## src/rtl/hsv_core_alu_shift_add.sv

```systemverilog
// hsv_core_alu_shift_add
// ALU execute stage: funnel shift, 33-bit add and compare bit, fed by the
// bitwise/setup stage and consumed by the writeback select stage.
//
// Default build is a two-stage pipeline. Stage 1 does the coarse shift
// (count[4:FINE_BITS]) and the add. Stage 2 does the fine shift
// (count[FINE_BITS-1:0]) and registers the outputs.
// Defining HSV_ALU_SHIFT_ADD_SINGLE_CYCLE_EN drops the stage 1 registers.
// The full shift and add then go straight into the output registers, for a
// latency of 1.
//
// Ports:
//   clk_core, rst_core       clock, asynchronous active-high reset
//   stall                    hold every pipeline register
//   flush_req                kill in-flight ops (wins over stall)
//   valid_i, in_alu_data     op valid and descriptor (descriptor passed through)
//   in_shift_lo/hi/count     funnel operands; result = ({hi,lo} >> count)[31:0]
//   in_adder_a/b             33-bit adder operands (b already negated/flipped)
//   valid_o, out_alu_data    result valid and aligned descriptor
//   out_shift_result         shift/bitwise result
//   out_adder_sum            (a + b) mod 2^33
//   out_compare              out_adder_sum[32] (slt/sltu)

package hsv_alu_pkg;
  typedef logic [15:0] alu_data_t;
endpackage

module hsv_core_alu_shift_add
  import hsv_alu_pkg::*;
#(
  parameter int FINE_BITS = 3
) (
  input  logic        clk_core,
  input  logic        rst_core,
  input  logic        stall,
  input  logic        flush_req,
  input  logic        valid_i,
  input  alu_data_t   in_alu_data,
  input  logic [31:0] in_shift_lo,
  input  logic [31:0] in_shift_hi,
  input  logic [4:0]  in_shift_count,
  input  logic [32:0] in_adder_a,
  input  logic [32:0] in_adder_b,
  output logic        valid_o,
  output alu_data_t   out_alu_data,
  output logic [31:0] out_shift_result,
  output logic [32:0] out_adder_sum,
  output logic        out_compare
);

  logic [63:0] funnel;
  logic [32:0] sum_comb;

  assign funnel   = {in_shift_hi, in_shift_lo};
  assign sum_comb = in_adder_a + in_adder_b;

  // Sources for the output register set
  logic        s2_valid;
  alu_data_t   s2_data;
  logic [31:0] s2_shift;
  logic [32:0] s2_sum;

`ifdef HSV_ALU_SHIFT_ADD_SINGLE_CYCLE_EN

  assign s2_valid = valid_i;
  assign s2_data  = in_alu_data;
  assign s2_shift = 32'(funnel >> in_shift_count);
  assign s2_sum   = sum_comb;

`else

  logic                 v1;
  alu_data_t            d1;
  logic [62:0]          f1;
  logic [FINE_BITS-1:0] c1;
  logic [32:0]          sum1;

  logic [4:0]  coarse_amt;
  logic [62:0] coarse_shift;

  // Total shift is at most 31, so 63 bits after the coarse step still hold
  // every bit that can reach the low 32 after the fine step.
  assign coarse_amt   = {in_shift_count[4:FINE_BITS], {FINE_BITS{1'b0}}};
  assign coarse_shift = 63'(funnel >> coarse_amt);

  always_ff @(posedge clk_core or posedge rst_core) begin
    if (rst_core) begin
      v1   <= 1'b0;
      d1   <= '0;
      f1   <= '0;
      c1   <= '0;
      sum1 <= '0;
    end else begin
      if (flush_req)
        v1 <= 1'b0;
      else if (!stall)
        v1 <= valid_i;
      if (!stall) begin
        d1   <= in_alu_data;
        f1   <= coarse_shift;
        c1   <= in_shift_count[FINE_BITS-1:0];
        sum1 <= sum_comb;
      end
    end
  end

  assign s2_valid = v1;
  assign s2_data  = d1;
  assign s2_shift = 32'(f1 >> c1);
  assign s2_sum   = sum1;

`endif

  always_ff @(posedge clk_core or posedge rst_core) begin
    if (rst_core) begin
      valid_o          <= 1'b0;
      out_alu_data     <= '0;
      out_shift_result <= '0;
      out_adder_sum    <= '0;
      out_compare      <= 1'b0;
    end else begin
      if (flush_req)
        valid_o <= 1'b0;
      else if (!stall)
        valid_o <= s2_valid;
      if (!stall) begin
        out_alu_data     <= s2_data;
        out_shift_result <= s2_shift;
        out_adder_sum    <= s2_sum;
        out_compare      <= s2_sum[32];
      end
    end
  end

endmodule

```

## config.mk

```make
export PLATFORM = sky130hd
export DESIGN_NAME = hsv_core_alu_shift_add
export DESIGN_NICKNAME = d
export VERILOG_FILES = /design/src/rtl/hsv_core_alu_shift_add.sv
export SDC_FILE = /design/constraint.sdc
export NUM_CORES = 1
export LEC_CHECK = 0
export ABC_AREA = 1
export CAP_MARGIN = 20
export CORE_MARGIN = 2
export CORE_UTILIZATION = 30
export CTS_BUF_LIST = sky130_fd_sc_hd__clkbuf_8
export DETAILED_ROUTE_END_ITERATION = 8
export DONT_BUFFER_PORTS = 1
export SETUP_SLACK_MARGIN = 0.05
export SLEW_MARGIN = 20
export SYNTH_ARGS = -nofsm -noshare
export SYNTH_HDL_FRONTEND = slang
export SYNTH_SLANG_ARGS = --single-unit
export TNS_END_PERCENT = 100
```

## constraint.sdc

```tcl
create_clock -name clk_core -period 10.25 [get_ports clk_core]
set_input_delay 2.05 -clock clk_core [delete_from_list [all_inputs] [get_ports clk_core]]
set_output_delay 2.05 -clock clk_core [all_outputs]
set_load 0.02 [all_outputs]
```

# --- Word-level counts from Yosys, hierarchy flattened ---
# Index checks and enable logic that the tools add are counted.
totals:
  reg_bits: 199
  inputBits: 156
  output_inout_bits: 83
  word_cells: 18
classes:
  addsub: 1
  n_eq_ne: 1
  n_shift: 2
  muxes: 4
ops:
  columns: ["op", "count"]
  rows:
  - ["$shr 64x5->63", 1]
  - ["$shr 63x3->32", 1]
  - ["$add 33x33->33", 1]
  - ["$mux 1", 4]
  - ["$ne 2x1->1 const B", 1]

# --- Longest topological paths before layout ---
# Gate-level depths: netlist (run 1).
depth:
  word_depth: 2
  mapped_depth: 14
  ltp_nobuf: 14

# --- Worst setup path after synthesis (run 1) ---
# OpenSTA, ideal clock, no wires.
synth_timing:
  kind: "input-to-reg"
  from: "input in_adder_a[0]"
  to: "register sum1[6] (netlist: s2_sum[6])"
  setup_time_ns: 0.133
  arrival_ns: 3.342
  required_time_ns: 10.117
  slack_ns: 6.775
  path_stages: 9
  path_buffers: 0
  path_cell_list: "ha_1 > fa_1 > nand2_1 > nand2_1 > nand3_1 > nand2_1 > or2_2 > nand3_1 > o21ai_0"
synth_via:
  elab_chain_len: 1
synth_lines:
  columns: ["item", "line", "rtl"]
  rows:
  - ["from (decl)", "42", "input logic [32:0] in_adder_a,"]
  - ["$add 33x33->33", "55", "assign sum_comb = in_adder_a + in_adder_b;"]
  - ["to (signal assigned)", "102", "sum1 <= sum_comb;"]
  - ["to (decl)", "76", "logic [32:0] sum1;"]
# Every way passes these cells.
# A chain may end at the register's enable or synchronous reset.

==> flow_summary.yaml, run 1 <==
route:
  vias: 9680
  wire_per_inst_um: 15.5
  drtPass1Iterations: 5
  vias_per_cell: 4.78
  drt_iter0_markers: 571
  drtAntennaViolNets: 0
  drc_errors: 0
  drt-total-wl_um: 31400
clocking:
  path_clk_slew_ns: 0.10
  cts-root-buf: "clkbuf_8"
  h-tree-depth: 4
  cts_hold_buf: 0
  clk_path_buf_depth: 2
  cts_buffers: 17
  clk_latency_ns: 0.48
  cts_tree: "yes"
  post_cts_buffers: 0
  cts_sinks: 174
  post_cts_resized: 0
timing:
  finalHoldViolCount: 0
  maxSlewViolCount: 0
  final.min_clock_period_ns: 3.89
  setup_ws_ns: 6.36
  fin_skew_ns: 0.0146
  fmax_ghz: 0.257
  rsz0062_at_grt: "false"
  tightest_slew_ns: 1.02
  tns_ns: 0
  period_share: 0.380
  slew_headroom: 0.319
  setup_viol: 0
grt:
  grt_pass1_wl_um: 50500
  grt_usage: 0.168
  first_global_vias: 9359
  antenna_found_initial: 0
  grt_max_degree: 163
  grt_overflow: 0
floorplanning:
  die_x_um: 195
  start_util: 0.306
  core.rowCount: 69
  die_area_um2: 38000
  die_y_um: 195
  ios: 239
  core_area_um2: 35700
layout:
  num-nets-final: 1739
  final_layout_size_suffix_gt1_frac: 0.0365
  final_cell_mix: "nand2_1, inv_1, dfrtp_1, o21ai_0, nor2_1"
  area_growth_pct: 5.85
  diodes: 0
  layout_commonest_cell: "nand2_1"
worst_setup_path:
  crit_chain: "inv_4 > buf_4 > buf_4 > nand2_1 > nor2_1 > nor2_1"
  cp_max_fo: 162
  path_class: "in2reg"
  cp_slowest_stage_delay_ns: 0.66
  cp_data_arrival_time_ns: 4.26
  cp_slowest_cell: "buf_4"
  start_kind: "primary input"
  crit_buf_inv: 3
  path_delay_family: "buffers and inverters"
  required_ns: 10.61
  worstSetupEndpointType: "register"
yosys:
  synth_top_area_share: 0.398
  syn-num-nets: 1790
  netlist_instances: 1601
  synth_area_leaders: "dfrtp_1, nand2_1, o21ai_0"
  avgSynthCellArea_um2: 6.84
  yosysSeqAreaShare: 0.398
  ys_seq_elements: 174
  netlist_area_um2: 11000
  synth_cell_types: 36
  yosys.area.top_type: "dfrtp_1"
  yosys_warnings: 0
worst_hold_path:
  hp-class: "reg2reg"
power_and_ir_drop:
  irDropWorstVdd_v: 0.0000619
  p_per_area_nw_per_um2: 156
  power_leakage_nw: 6.14
place:
  hpwl_um: 23700
  portBuffers: 0
  pre_cts_ws_ns: 5.93
  place_congestion: 0.852
run:
  cap_violations: 0
outcome:
  status: "complete, no violations"
-- cell families (layout without fill, tap and decap cells) --
group                    Yosys count  after routing  share of synthesized area
AND/OR/NAND/NOR                  795            795                      0.286
multiplexers                      27             27                     0.0247
AO/OA/AOI/OAI                    290            290                      0.144
buffers and inverters            273            235                      0.102
XOR/XNOR                           9              9                    0.00720
adder cells (fa/ha/maj)           33             33                     0.0384
flip-flops                       174            174                      0.398
-- cell usage after synthesis (all sizes together) --
cell    count
o31ai       2
o22ai       2
nor3        4
ha         32
or2         5
buf        40
a21oi      65
dfrtp     174
nand3      67
o211ai      5
xnor2       9
a31oi      10
mux2i      27
nor2       79
inv       195
a22oi       4
fa          1
o21ai     180
a21o        1
clkinv      1
nand4       3
clkbuf     37
o21bai      3
o22a       18
nand2     637
-- worst register-to-register path: stages (launching register included) --
cell and delay [ns]:
dfrtp_1 0.99, inv_1 0.38, buf_8 0.28, o21ai_0 0.38, nor2_1 0.06, o21ai_0 0.41, nand2_1 0.08
-- registers in the layout, summed over array words and instances, names as in the netlist --
signal,count
out_alu_data,16
f1,39
d1,16
valid_o,1
out_shift_result,32
out_adder_sum,33
s2_sum,33
c1,3
s2_valid,1
-- metrics by stage --
step	hold WS (ns)	area (um^2)	cells	power [mW]	util
finish	0.472	11600	2024	1.80	0.324
floorplan	0.442	11000	1601	1.24	-
detailed placement	0.452	11200	1991	1.35	0.313
global route	0.493	11600	2024	1.93	0.324
global placement	0.448	11200	1991	1.34	0.313
CTS	0.477	11600	2023	1.82	0.324
-- per-layer routing --
layer  track usage  wire [um]
met4        0.0628        951
met2         0.277      14500
met5             0          0
met1         0.218      14400
met3        0.0326       1420
-- final cells by class --
class / count / area (um^2)
well taps: 461 / 577
inverters: 196 / 743
repair buffers: 7 / 60.1
clock buffers: 17 / 234
fillers: 3938 / 24200
clock inverters: 15 / 148
multi-input cells: 1154 / 5480
flip-flops and latches: 174 / 4350
-- where the power goes --
group	total (mW)	internal (mW)	switching, mW
registers	0.937	0.784	0.153
clock network	0.470	0.181	0.290
logic	0.396	0.138	0.258
total	1.80	1.10	0.700
-- worst paths after layout --
path	cells after the start	endpoint	start	slack (ns)
worst min-delay path	2	out_alu_data[12]	d1[12]	0.47
worst min register to register	2	out_alu_data[12]	d1[12]	0.47
worst max register to register	6	out_shift_result[2]	c1[1]	7.55
worst max-delay path	6	s2_sum[17]	stall	6.36
max in group asynchronous	2	c1[0]	rst_core	7.47
min in group asynchronous	1	d1[6]	rst_core	1.47
No activity file was read; power rests on OpenSTA's default activity.
==> run 2: changes to the inputs <==
- clock period: 10.25 -> 3.9 ns (I/O delays scaled with it)
==> run 2 against run 1 <==
Compared with the run above:
- sequential share of layout area is 0.19 points lower
- final cell count hardly changed
- via count is 0.98% lower
- core utilization rose by 0.16 points
- critical endpoint is now out_shift_result[2]
==> flow_summary.yaml, run 2 (synthesis gave the netlist of run 1 again) <==
outcome:
  status: "complete, no violations"
timing:
  maxSlewViolCount: 0
  fmax_ghz: 0.494
  tns_ns: 0
  period_share: 0.519
  final.min_clock_period_ns: 2.02
  finalHoldViolCount: 0
  slew_headroom: 0.329
  setup_viol: 0
  rsz0062_at_grt: "false"
  tightest_slew_ns: 1.00
  fin_skew_ns: 0.0170
route:
  vias_per_cell: 4.73
  drtPass1Iterations: 5
  wire_per_inst_um: 15.2
  vias: 9585
  drt-total-wl_um: 30800
  drc_errors: 0
  drt_iter0_markers: 488
  drtAntennaViolNets: 0
grt:
  grt.busiest_layer: "met2"
  grtUsageMet1: 0.219
  antenna_found_initial: 0
  grt_max_degree: 175
  use_met3: 0.0309
  met2_usage: 0.271
  first_global_vias: 9043
  grt_overflow: 0
  grt_usage: 0.165
  grt_pass1_wl_um: 49700
clocking:
  post_cts_buffers: 0
  cts_buffers: 17
  cts-root-buf: "clkbuf_8"
  cts_tree: "yes"
  cts_sinks: 174
  clk_path_buf_depth: 2
  path_clk_slew_ns: 0.11
  cts_hold_buf: 0
  post_cts_resized: 0
  h-tree-depth: 4
  clk_latency_ns: 0.47
floorplanning:
  die_y_um: 195
  die_x_um: 195
  die_area_um2: 38000
  start_util: 0.306
  ios: 239
  core.rowCount: 69
  core_area_um2: 35700
layout:
  final_cell_mix: "nand2_1, inv_1, dfrtp_1, o21ai_0, nor2_1"
  largest_reg_flops: 39
  num-nets-final: 1741
  area_growth_pct: 6.38
  final_layout_size_suffix_gt1_frac: 0.0371
  fin_cells: 2026
  diodes: 0
  layout_commonest_cell: "nand2_1"
  regMostFlops: "f1"
  postLayoutCoreUtil: 0.326
power_and_ir_drop:
  power_leakage_nw: 6.17
  p_per_area_nw_per_um2: 411
  irDropWorstVdd_v: 0.000185
place:
  hpwl_um: 23300
  portBuffers: 0
  place_inst: 1994
  place_congestion: 0.841
worst_setup_path:
  worstSetupEndpointType: "register"
  cp_max_fo: 33
  r2r_slack_ns: 1.88
  path_class: "reg2reg"
  required_ns: 4.31
  rr_endpoint: "out_shift_result[2]"
  r2r_start: "c1[2]"
  ff2ff_path_depth: 6
  cp_data_arrival_time_ns: 2.44
  start_kind: "register"
run:
  cap_violations: 0
worst_hold_path:
  hp-class: "in2async"
## run 2: cell types whose count changed in the layout (fill, tap and decap cells not counted)
cell and delta:
buf_12 +3, inv_6 -3, bufinv_16 +2, clkinv_4 +2
clkinv_8 -2, inv_8 -2, buf_8 -1, clkinv_2 +1
clkinvlp_4 +1, inv_1 +1
## run 2: how the worst max path moves through the flow
stage             startpoint             endpoint  cells after the start
2_1_floorplan       rst_core                c1[0]                      1
3_3_place_gp   in_adder_a[0]           s2_sum[30]                     12
3_5_place_dp   in_adder_a[0]           s2_sum[30]                     12
4_1_cts                c1[2]  out_shift_result[2]                      6
5_1_grt                c1[2]  out_shift_result[2]                      6
6_report               c1[2]  out_shift_result[2]                      6
## run 2: layout make-up
type,count,area (um^2)
clock inverters,15,161
inverters,196,742
fillers,3903,24100
clock buffers,17,234
multi-input cells,1154,5480
well taps,461,577
flip-flops and latches,174,4350
repair buffers,9,105
## run 2: critical path, stage by stage (launching register included)
cell and delay, ns:
dfrtp_1 0.37, buf_4 0.23, inv_1 0.77, o21ai_0 0.23
a21oi_1 0.19, o21ai_0 0.09, nand2_1 0.07
## run 2: stage by stage
| stage | hold slack, ns | setup slack (ns) | total power [mW] | instance area (um^2) |
|---|---|---|---|---|
| floorplan | 0.442 | 0.895 | 3.25 | 11000 |
| global placement | 0.448 | 1.42 | 3.53 | 11300 |
| detailed placement | 0.455 | 1.41 | 3.55 | 11300 |
| CTS | 0.367 | 1.87 | 4.86 | 11600 |
| global route | 0.364 | 1.68 | 5.12 | 11600 |
| finish | 0.386 | 1.88 | 4.79 | 11600 |
## run 2: power breakdown
group          internal, mW  switching [mW]  total [mW]
combinational         0.369           0.669        1.04
sequential             2.06           0.397        2.46
clock                 0.579           0.715        1.29
total                  3.01            1.78        4.79
## run 2: routing by layer
layer  wire length [um]  up-vias
li1                   -     4954
met3               1450       34
met2              14600      216
met4                666        0
met1              14200     4381
met5                  0        -
